$ cat config.mk
export PLATFORM = sky130hd
export DESIGN_NAME = intc_sequencer
export DESIGN_NICKNAME = d
export VERILOG_FILES = /design/src/rtl/intc_sequencer.sv
export SDC_FILE = /design/constraint.sdc
export NUM_CORES = 1
export LEC_CHECK = 0
export CAP_MARGIN = 10
export CORE_MARGIN = 2
export CORE_UTILIZATION = 30
export DETAILED_ROUTE_END_ITERATION = 8
export SETUP_SLACK_MARGIN = 0.1
export SLEW_MARGIN = 20
export SYNTH_ARGS = -nofsm -noshare
export SYNTH_HDL_FRONTEND = slang
export SYNTH_SLANG_ARGS = --single-unit
export TNS_END_PERCENT = 1
$ cat constraint.sdc
create_clock -name clk -period 3.5 [get_ports clk]
set_clock_uncertainty 0.15 [all_clocks]
set_input_delay 0.7 -clock clk [delete_from_list [all_inputs] [get_ports clk]]
set_output_delay 0.7 -clock clk [all_outputs]
set_load 0.005 [all_outputs]
$ cat src/rtl/intc_sequencer.sv
// Interrupt controller: memory-mapped MASK/STATUS/VECTOR registers with an int/int_ack
// handshake sequencer. Define INTC_LEVEL_EN for level-sensitive sources (default: edge).
module intc_sequencer #(
  parameter int NSRC = 31
) (
  input  logic            clk,
  input  logic            rst,
  input  logic [NSRC-1:0] irq,
  input  logic            de,
  input  logic            drw,
  input  logic [31:0]     daddr,
  input  logic [31:0]     din,
  output logic [31:0]     dout,
  output logic            int_req,
  output logic [31:0]     int_pc,
  input  logic            int_ack
);

  typedef enum logic [1:0] {IDLE, PENDING, SERVICING} state_t;

  state_t          state, state_next;
  logic [NSRC:0]   mask;
  logic [NSRC:1]   status;
  logic [31:0]     vector;
  logic [31:0]     rdata;
  logic [NSRC:1]   set_bits;
  logic [NSRC:1]   clr_bits;
  logic [1:0]      sel;
  logic            wr;
  logic            rd;
  logic            pend;
  logic            gie_clr;
  logic            unused_addr;

  assign sel         = daddr[3:2];
  assign wr          = de & drw;
  assign rd          = de & ~drw;
  assign unused_addr = ^{daddr[31:4], daddr[1:0]};
  assign int_pc      = vector;

`ifdef INTC_LEVEL_EN
  assign set_bits = irq;
`else
  logic [NSRC-1:0] irq_prev;

  always_ff @(posedge clk) begin
    if (rst) irq_prev <= '0;
    else     irq_prev <= irq;
  end

  assign set_bits = irq & ~irq_prev;
`endif

  assign clr_bits = (wr && sel == 2'b01) ? din[NSRC:1] : '0;
  assign pend     = mask[0] & (|(status & mask[NSRC:1]));

  always_comb begin
    rdata = '0;
    case (sel)
      2'b00:   rdata = 32'(mask);
      2'b01:   rdata = 32'({status, 1'b0});
      2'b10:   rdata = vector;
      default: rdata = '0;
    endcase
  end

  // Register file; a new capture beats a same-cycle W1C, and the ack auto-clear beats a GIE write.
  always_ff @(posedge clk) begin
    if (rst) begin
      mask   <= '0;
      status <= '0;
      vector <= '0;
      dout   <= '0;
    end else begin
      if (wr && sel == 2'b00) mask <= din[NSRC:0];
      if (gie_clr)            mask[0] <= 1'b0;
      status <= (status & ~clr_bits) | set_bits;
      if (wr && sel == 2'b10) vector <= {din[31:2], 2'b00};
      if (rd)                 dout <= rdata;
    end
  end

  // State register; int_req is registered so it is high exactly while in PENDING.
  always_ff @(posedge clk) begin
    if (rst) begin
      state   <= IDLE;
      int_req <= 1'b0;
    end else begin
      state   <= state_next;
      int_req <= (state_next == PENDING);
    end
  end

  always_comb begin
    state_next = state;
    case (state)
      IDLE:      if (pend)     state_next = PENDING;
      PENDING:   if (int_ack)  state_next = SERVICING;
      SERVICING: if (!int_ack) state_next = IDLE;
      default:                 state_next = IDLE;
    endcase
  end

  always_comb begin
    gie_clr = (state == PENDING) && int_ack;
  end

endmodule

---- Word-level counts from Yosys, hierarchy flattened ----
Cells that the tools add are included.
word-level totals
  register bits after elaboration ......... 159
  logic and storage cells ................. 37
operators by class
  equality and inequality tests ........... 5
  muxes and demuxes ....................... 6
  bitwise gates (word level) .............. 10
  reduce and logical (&&, ||, !) cells .... 8
operators with widths
  operator                                                          count
  32-bit one-hot mux with 3 select lines                            1
  31-bit AND                                                        3
  31-bit NOT                                                        2
  31-bit two-way mux                                                1
  31-bit OR                                                         1
  31-bit OR reduction                                               1
  2-bit by 1-bit == test with 1-bit output (second input constant)  3
  2-bit two-way mux                                                 3
  2-bit one-hot mux with 3 select lines                             1
  2-bit == test (second input constant)                             2
  1-bit logical AND                                                 4
  2-bit logical NOT                                                 2
  1-bit AND                                                         3
  2-bit OR reduction                                                1
  1-bit NOT                                                         1

---- Longest topological paths before layout ----
Gate-level depths: netlist of the first run.
  depth in word-level cells ............... 6
  depth in mapped cells ................... 6
  mapped depth without buffers ............ 5

---- Worst setup path after synthesis of the first run ----
Ideal clock, no wire load.
  kind .................................... input-to-reg
  start ................................... input daddr[2]
  end ..................................... register dout[22]
  library setup time ...................... 0.132 ns
  arrival time ............................ 1.588 ns
  required time ........................... 3.218 ns
  setup slack ............................. 1.630 ns
  stages .................................. 6
  path buffers ............................ 2
  path through ............................ buf_2 -> buf_4 -> mux2i_1 -> nor2_1 -> a211oi_1 -> nor3_1
between the ends
  cells in the longest elaborated chain, start to end .. 2
  elaborated cells on any way between the ends .. 4
  classes of those cells .................. eq/ne (2); mux (1); reduce/logical (1)
ends and longest elaborated chain
  what                                        line  RTL
  start: declaration                          11    input logic [31:0] daddr,
  2-bit == test (tied with other cells)       59    case (sel)
  32-bit one-hot mux with 3 select lines (*)  59
  end signal: assignment                      79    if (rd) dout <= rdata;
  end: declaration                            13    output logic [31:0] dout,
Mark *: on every way between the ends. The rest lies on a longest branch, timed or not.
A chain may end at the register's enable or synchronous reset.

---- Final worst setup path of the first run ----
  start ................................... input drw
  end ..................................... register dout[15]
between the ends
  cells in the longest elaborated chain, start to end .. 2
ends and longest elaborated chain
  what                line  RTL
  start: declaration  10    input logic drw,
  1-bit NOT           37    assign rd = de & ~drw;
  1-bit AND           37
No other way between the ends.

==> impl_metrics.csv, run 1 <==
group,metric,value,unit
placed_design,hpwlAfterDp,12400,um
setup_path,critPathRequiredTime,3.62,ns
clock_tree,clk_root_buffer_cell,"clkbuf_16",
die,die_x,148,um
setup_path,path_cells,"clkdlybuf4s50_1 > nand2b_1 > buf_4 > a211oi_1 > nor3_1",
setup_path,critPathLaunchType,"input pin",
power,p_seq_share,45.7,%
yosys,seq_area_frac_synth,51.2,%
layout,nFillCells,2104,
route,initialDrtViolationCount,314,
clock_tree,clock-sinks,159,
placed_design,place_ws,0.763,ns
global_routing,grt_antenna_before_repair,1,
setup_path,crit_fanout,15,
setup_path,rrSetupSlack,1.84,ns
yosys,ys_types,30,
setup_path,worst-path-buf-inv,2,
yosys,synth_warnings,0,
setup_path,critical-path-top-delay-family,"buffers and inverters",
setup_path,endpoint_kind,"register",
global_routing,first_global_vias,5179,
sta,tns,0,ns
die,start_util,30.6,%
clock_tree,path_clk_slew,0.06,ns
run_status,outcome,"completed",
clock_tree,clock_latency,0.42,ns
setup_path,worstSetupPathType,"in2reg",
clock_tree,htreeDepth,4,
layout,area_growth,35.2,%
sta,maxSlewHeadroom,50.1,%
job,cap_viol_max_count,0,
yosys,synth_edf_count,0,
setup_path,startpoint,"drw",
yosys,ys_seq_elements,159,
die,die_area,21900,um^2
hold_path,hp-class,"reg2reg",
global_routing,overflow,0,
layout,num-nets-final,964,
yosys,ys_async_sr_fraction,0,%
route,wl_per_cell,15.8,um
route,drcViolationCount,0,
clock_tree,cts-buffers-inserted,17,
sta,fin_ws,1.22,ns
power,netSwitchingPower,0.988,mW
global_routing,grt_max_degree,63,
setup_path,cp.arrival,2.41,ns
sta,rsz0062_at_grt,"no",
setup_path,cpPeakStageDelay,0.52,ns
die,dieHeight,148,um
power,p_sw_share,23.2,%
sta,slew_viol_final,0,
clock_tree,cts_tree,"done",
power,pwr-share-comb,9.8,%
setup_path,r2r_end,"state[0]",
setup_path,timing.rr.start,"status[20]",
sta,fmax,438,MHz
layout,stdcell_count,1146,
die,ios,165,
sta,period_share,65.3,%
hold_path,hold-path-endpoint,"int_pc[17]",
clock_tree,cts_hold_buf,0,
power,p_leak,3.05,nW
power,ir_drop,0.296,mV
route,vias_per_cell,4.66,
power,clock_power_share,44.6,%
hold_path,min-delay-start,"int_pc[17]",
yosys,synth_cells,746,
power,p_total,4.26,mW
sta,setup_viol,0,
route,ant_nets,0,
clock_tree,ctsResizeCount,0,
placed_design,io_buffers,132,
yosys,synth_area,6210,um^2
yosys,ys.flop_type,"dfxtp_1",
power,intPower,3.28,mW
sta,finalHoldViolCount,0,
sta,post-route-min-period,2.28,ns
route,wirelength,18100,um
hold_path,whs_path_depth,2,
global_routing,grt_pass1_wl,28400,um
yosys,synth.avg_cell_area,8.33,um^2
clock_tree,postCtsSetupBuffers,0,
sta,tightest_slew,0.749,ns
clock_tree,cts.path.max_buffers,2,
placed_design,routabilityCongestion,0.794,
setup_path,rr_worst_depth,5,
route,drtPass1Iterations,4,
layout,drive_above_1_share,6.29,%
placed_design,placed_cells,1115,
yosys,synth.top_cell.area_share,51.2,%
route,vias,5344,
global_routing,track_usage,16.7,%
yosys,ys_top_cells_by_area,"dfxtp_1, nand2_1, a21oi_1",
power,pwr_density_cell,508,nW/um^2
die,core-area,20300,um^2
die,placementRows,52,
yosys,synth_area_leader_cell,"dfxtp_1",
setup_path,cpMaxStageDelayCell,"nand2b_1",
## worst max-delay path by stage
stage	to	slack [ns]	cells after the start
2_1_floorplan	dout[22]	1.63	6
3_3_place_gp	dout[15]	0.77	5
3_5_place_dp	dout[15]	0.76	5
4_1_cts	dout[15]	1.21	5
5_1_grt	dout[11]	1.08	5
6_report	dout[15]	1.22	5
## synth_stat cells (all sizes together), types with 2 or more instances
cell / instances
dfxtp: 159
a221oi: 3
clkbuf: 32
nor3: 33
a211oi: 30
nand3: 3
nor2b: 64
nand3b: 2
nand2: 155
a22oi: 8
nor2: 94
nand4: 3
buf: 20
mux2i: 32
o21ai: 2
a21oi: 94
a22o: 3
nor3b: 2
## sequential cells by signal (all words and copies together), names as in the netlist
name,flops
status,31
dout,32
mask,32
state,2
int_pc,30
int_req,1
irq_prev,31
## logic make-up after synthesis
group	synth area share, %
and+or+nand+nor	25.8
xor gates and xnor gates	0.141
DFF	51.2
buffers and inverters	4.15
AOI/OAI and AO/OA	13.5
muxes	5.16
other	0.0604
## power groups by stage
stage / Clock (mW) / Combinational (mW) / Sequential [mW]
after floorplan: 0 / 0.207 / 1.97
after global routing: 2.02 / 0.462 / 1.96
after detailed placement: 0 / 0.421 / 1.99
final: 1.90 / 0.417 / 1.95
after CTS: 1.94 / 0.423 / 1.95
after global placement: 0 / 0.417 / 1.99
## area by class of cell
| class | count | area (um^2) | share of cell area, % |
|---|---|---|---|
| antenna | 1 | 2.50 | 0.0298 |
| clock buffer | 20 | 467 | 5.56 |
| clock inverter | 10 | 136 | 1.62 |
| inverter | 1 | 3.75 | 0.0447 |
| multi-input combinational | 535 | 2780 | 33.1 |
| sequential | 159 | 3180 | 37.9 |
| tap | 270 | 338 | 4.02 |
| timing repair buffer | 150 | 1480 | 17.6 |
## layout by cell type (no fill, tap or decap), types with 2 or more instances in the layout
cell,count
dfxtp_1,159
nand2_1,155
clkdlybuf4s50_1,129
nor2_1,94
a21oi_1,94
nor2b_1,62
mux2i_1,32
nor3_1,32
a211oi_1,30
clkbuf_16,17
buf_4,16
a22oi_1,8
nand3_1,3
a22o_1,3
a221oi_1,3
nand4_1,3
clkbuf_8,3
clkinv_2,3
clkinvlp_4,3
bufinv_16,3
buf_12,3
nand3b_1,2
o21ai_0,2
conb_1,2
buf_2,2
## through the flow
| step | util (%) | hold WS, ns | instance area (um^2) |
|---|---|---|---|
| 2_1_floorplan | - | 0.298 | 6210 |
| 3_3_place_gp | 38.4 | 0.304 | 7790 |
| 3_5_place_dp | 38.4 | 0.311 | 7790 |
| 4_1_cts | 41.3 | 0.319 | 8390 |
| 5_1_grt | 41.4 | 0.340 | 8390 |
| 6_report | 41.4 | 0.318 | 8390 |
## worst register-to-register path: stages (launching register included)
cell,delay [ns]
dfxtp_1,0.32
a22o_1,0.28
a221oi_1,0.26
nand4_1,0.16
nor3_1,0.25
o21ai_0,0.12
## routing by layer
layer,global-route usage [%],routed length [um],vias to the layer above
met5,0,0,-
met4,5.14,229,0
met3,4.10,943,12
met2,26.7,8560,116
met1,22.3,8340,2480
li1,-,-,2736
No activity file was read; power rests on OpenSTA's default activity.
==> inputs of run 2 (changes only) <==
==> constraint.sdc (replaced) <==
create_clock -name clk -period 2.4 [get_ports clk]
set_clock_uncertainty 0.15 [all_clocks]
set_input_delay 0.48 -clock clk [delete_from_list [all_inputs] [get_ports clk]]
set_output_delay 0.48 -clock clk [all_outputs]
set_load 0.005 [all_outputs]
==> impl_metrics.csv, run 2 (synthesis results as in run 1) <==
group,metric,value,unit
run_status,outcome,"completed",
sta,tns,0,ns
die,core-area,20300,um^2
setup_path,worst-path-buf-inv,1,
route,drtPass1Iterations,5,
power,pwr_density_cell,726,nW/um^2
power,p_total,6.20,mW
sta,rsz0062_at_grt,"no",
route,drcViolationCount,0,
sta,finalHoldViolCount,0,
setup_path,path_cells,"clkdlybuf4s50_1",
layout,nFillCells,2048,
layout,diodes,0,
power,p_leak,3.11,nW
clock_tree,postCtsSetupBuffers,0,
layout,layout_commonest_cell,"dfxtp_1",
sta,maxSlewHeadroom,60.1,%
hold_path,min-delay-start,"dout[0]",
clock_tree,path_clk_slew,0.07,ns
power,ir_drop,0.512,mV
global_routing,grt_antenna_before_repair,0,
die,placementRows,52,
setup_path,cpMaxStageDelayCell,"clkdlybuf4s50_1",
sta,fmax,507,MHz
die,dieHeight,148,um
setup_path,critical-path-top-delay-family,"buffers and inverters",
sta,period_share,82.2,%
setup_path,critPathLaunchType,"register",
route,wl_per_cell,15.7,um
setup_path,startpoint,"int_pc[25]",
global_routing,first_global_vias,5147,
layout,drive_above_1_share,7.34,%
hold_path,hold-path-endpoint,"dout[0]",
global_routing,grt_max_degree,49,
clock_tree,clock_latency,0.43,ns
setup_path,worstSetupPathType,"reg2out",
global_routing,overflow,0,
setup_path,critPathRequiredTime,1.77,ns
setup_path,endpoint_kind,"output pin",
setup_path,rr_worst_depth,5,
sta,slew_viol_final,0,
die,start_util,30.6,%
setup_path,timing.rr.start,"status[20]",
setup_path,r2r_end,"int_req",
setup_path,cpPeakStageDelay,0.53,ns
placed_design,routabilityCongestion,0.784,
route,ant_nets,0,
clock_tree,cts_tree,"done",
die,ios,165,
route,vias_per_cell,4.64,
clock_tree,ctsResizeCount,0,
setup_path,crit_fanout,3,
route,vias,5366,
clock_tree,htreeDepth,4,
layout,num-nets-final,973,
layout,seqCellArea,3180,um^2
clock_tree,clock-sinks,159,
clock_tree,cts-buffers-inserted,17,
route,initialDrtViolationCount,282,
job,cap_viol_max_count,0,
hold_path,whs_path_depth,2,
layout,multi_input_area,2780,um^2
clock_tree,cts_hold_buf,0,
placed_design,io_buffers,132,
layout,mostFrequentLayoutCells,"dfxtp_1, nand2_1, clkdlybuf4s50_1",
global_routing,track_usage,17.1,%
setup_path,rrSetupSlack,0.76,ns
sta,post-route-min-period,1.97,ns
sta,whs,0.313,ns
sta,tightest_slew,0.599,ns
hold_path,hp-class,"reg2reg",
route,wirelength,18200,um
sta,setup_viol,0,
clock_tree,clk_root_buffer_cell,"clkbuf_16",
die,die_x,148,um
global_routing,grt_pass1_wl,28800,um
layout,largestRegisters,"dout: 32 flops, mask: 32 flops",
die,die_area,21900,um^2
layout,area_growth,37.5,%
setup_path,cp.arrival,1.34,ns
clock_tree,cts.path.max_buffers,2,
placed_design,hpwlAfterDp,12600,um
## run 2: changes by cell type in the layout (fill, tap and decap cells not counted), sizes merged
cell and change:
buf +9, bufinv -1, clkbuf -1, clkinv +1
diode -1, inv +3
## run 2: cell type report
class                           count  area share, %
Clock buffer                       19           5.19
Clock inverter                     13           1.82
Inverter                            1         0.0439
Multi-Input combinational cell    535           32.6
Sequential cell                   159           37.3
Tap cell                          270           3.95
Timing Repair Buffer              159           19.2
## run 2: power breakdown
group / internal [mW] / switching, mW / total, mW
combinational: 0.331 / 0.302 / 0.633
clock: 1.58 / 1.15 / 2.73
sequential: 2.76 / 0.0763 / 2.84
total: 4.67 / 1.53 / 6.20
## run 2: metal layers
layer	global-route usage [%]	vias to the layer above	wire length [um]
li1	-	2746	-
met1	23.4	2464	8780
met2	26.8	136	8230
met3	3.73	20	892
met4	5.38	0	269
met5	0	-	0
## run 2: worst max path at each step
stage,end,depth (start not counted)
after detailed placement,status[29],7
after CTS,int_pc[9],1
after floorplan,dout[22],6
final,int_pc[25],1
after global routing,int_pc[26],1
after global placement,status[11],7
## run 2: metrics by stage
stage	instance area (um^2)	util (%)	cells	setup slack, ns
finish	8540	42.1	1156	0.426
global route	8540	42.1	1156	0.383
floorplan	6210	-	747	0.750
CTS	8540	42.1	1156	0.405
global placement	7940	39.1	1124	0.228
detailed placement	7940	39.1	1124	0.208
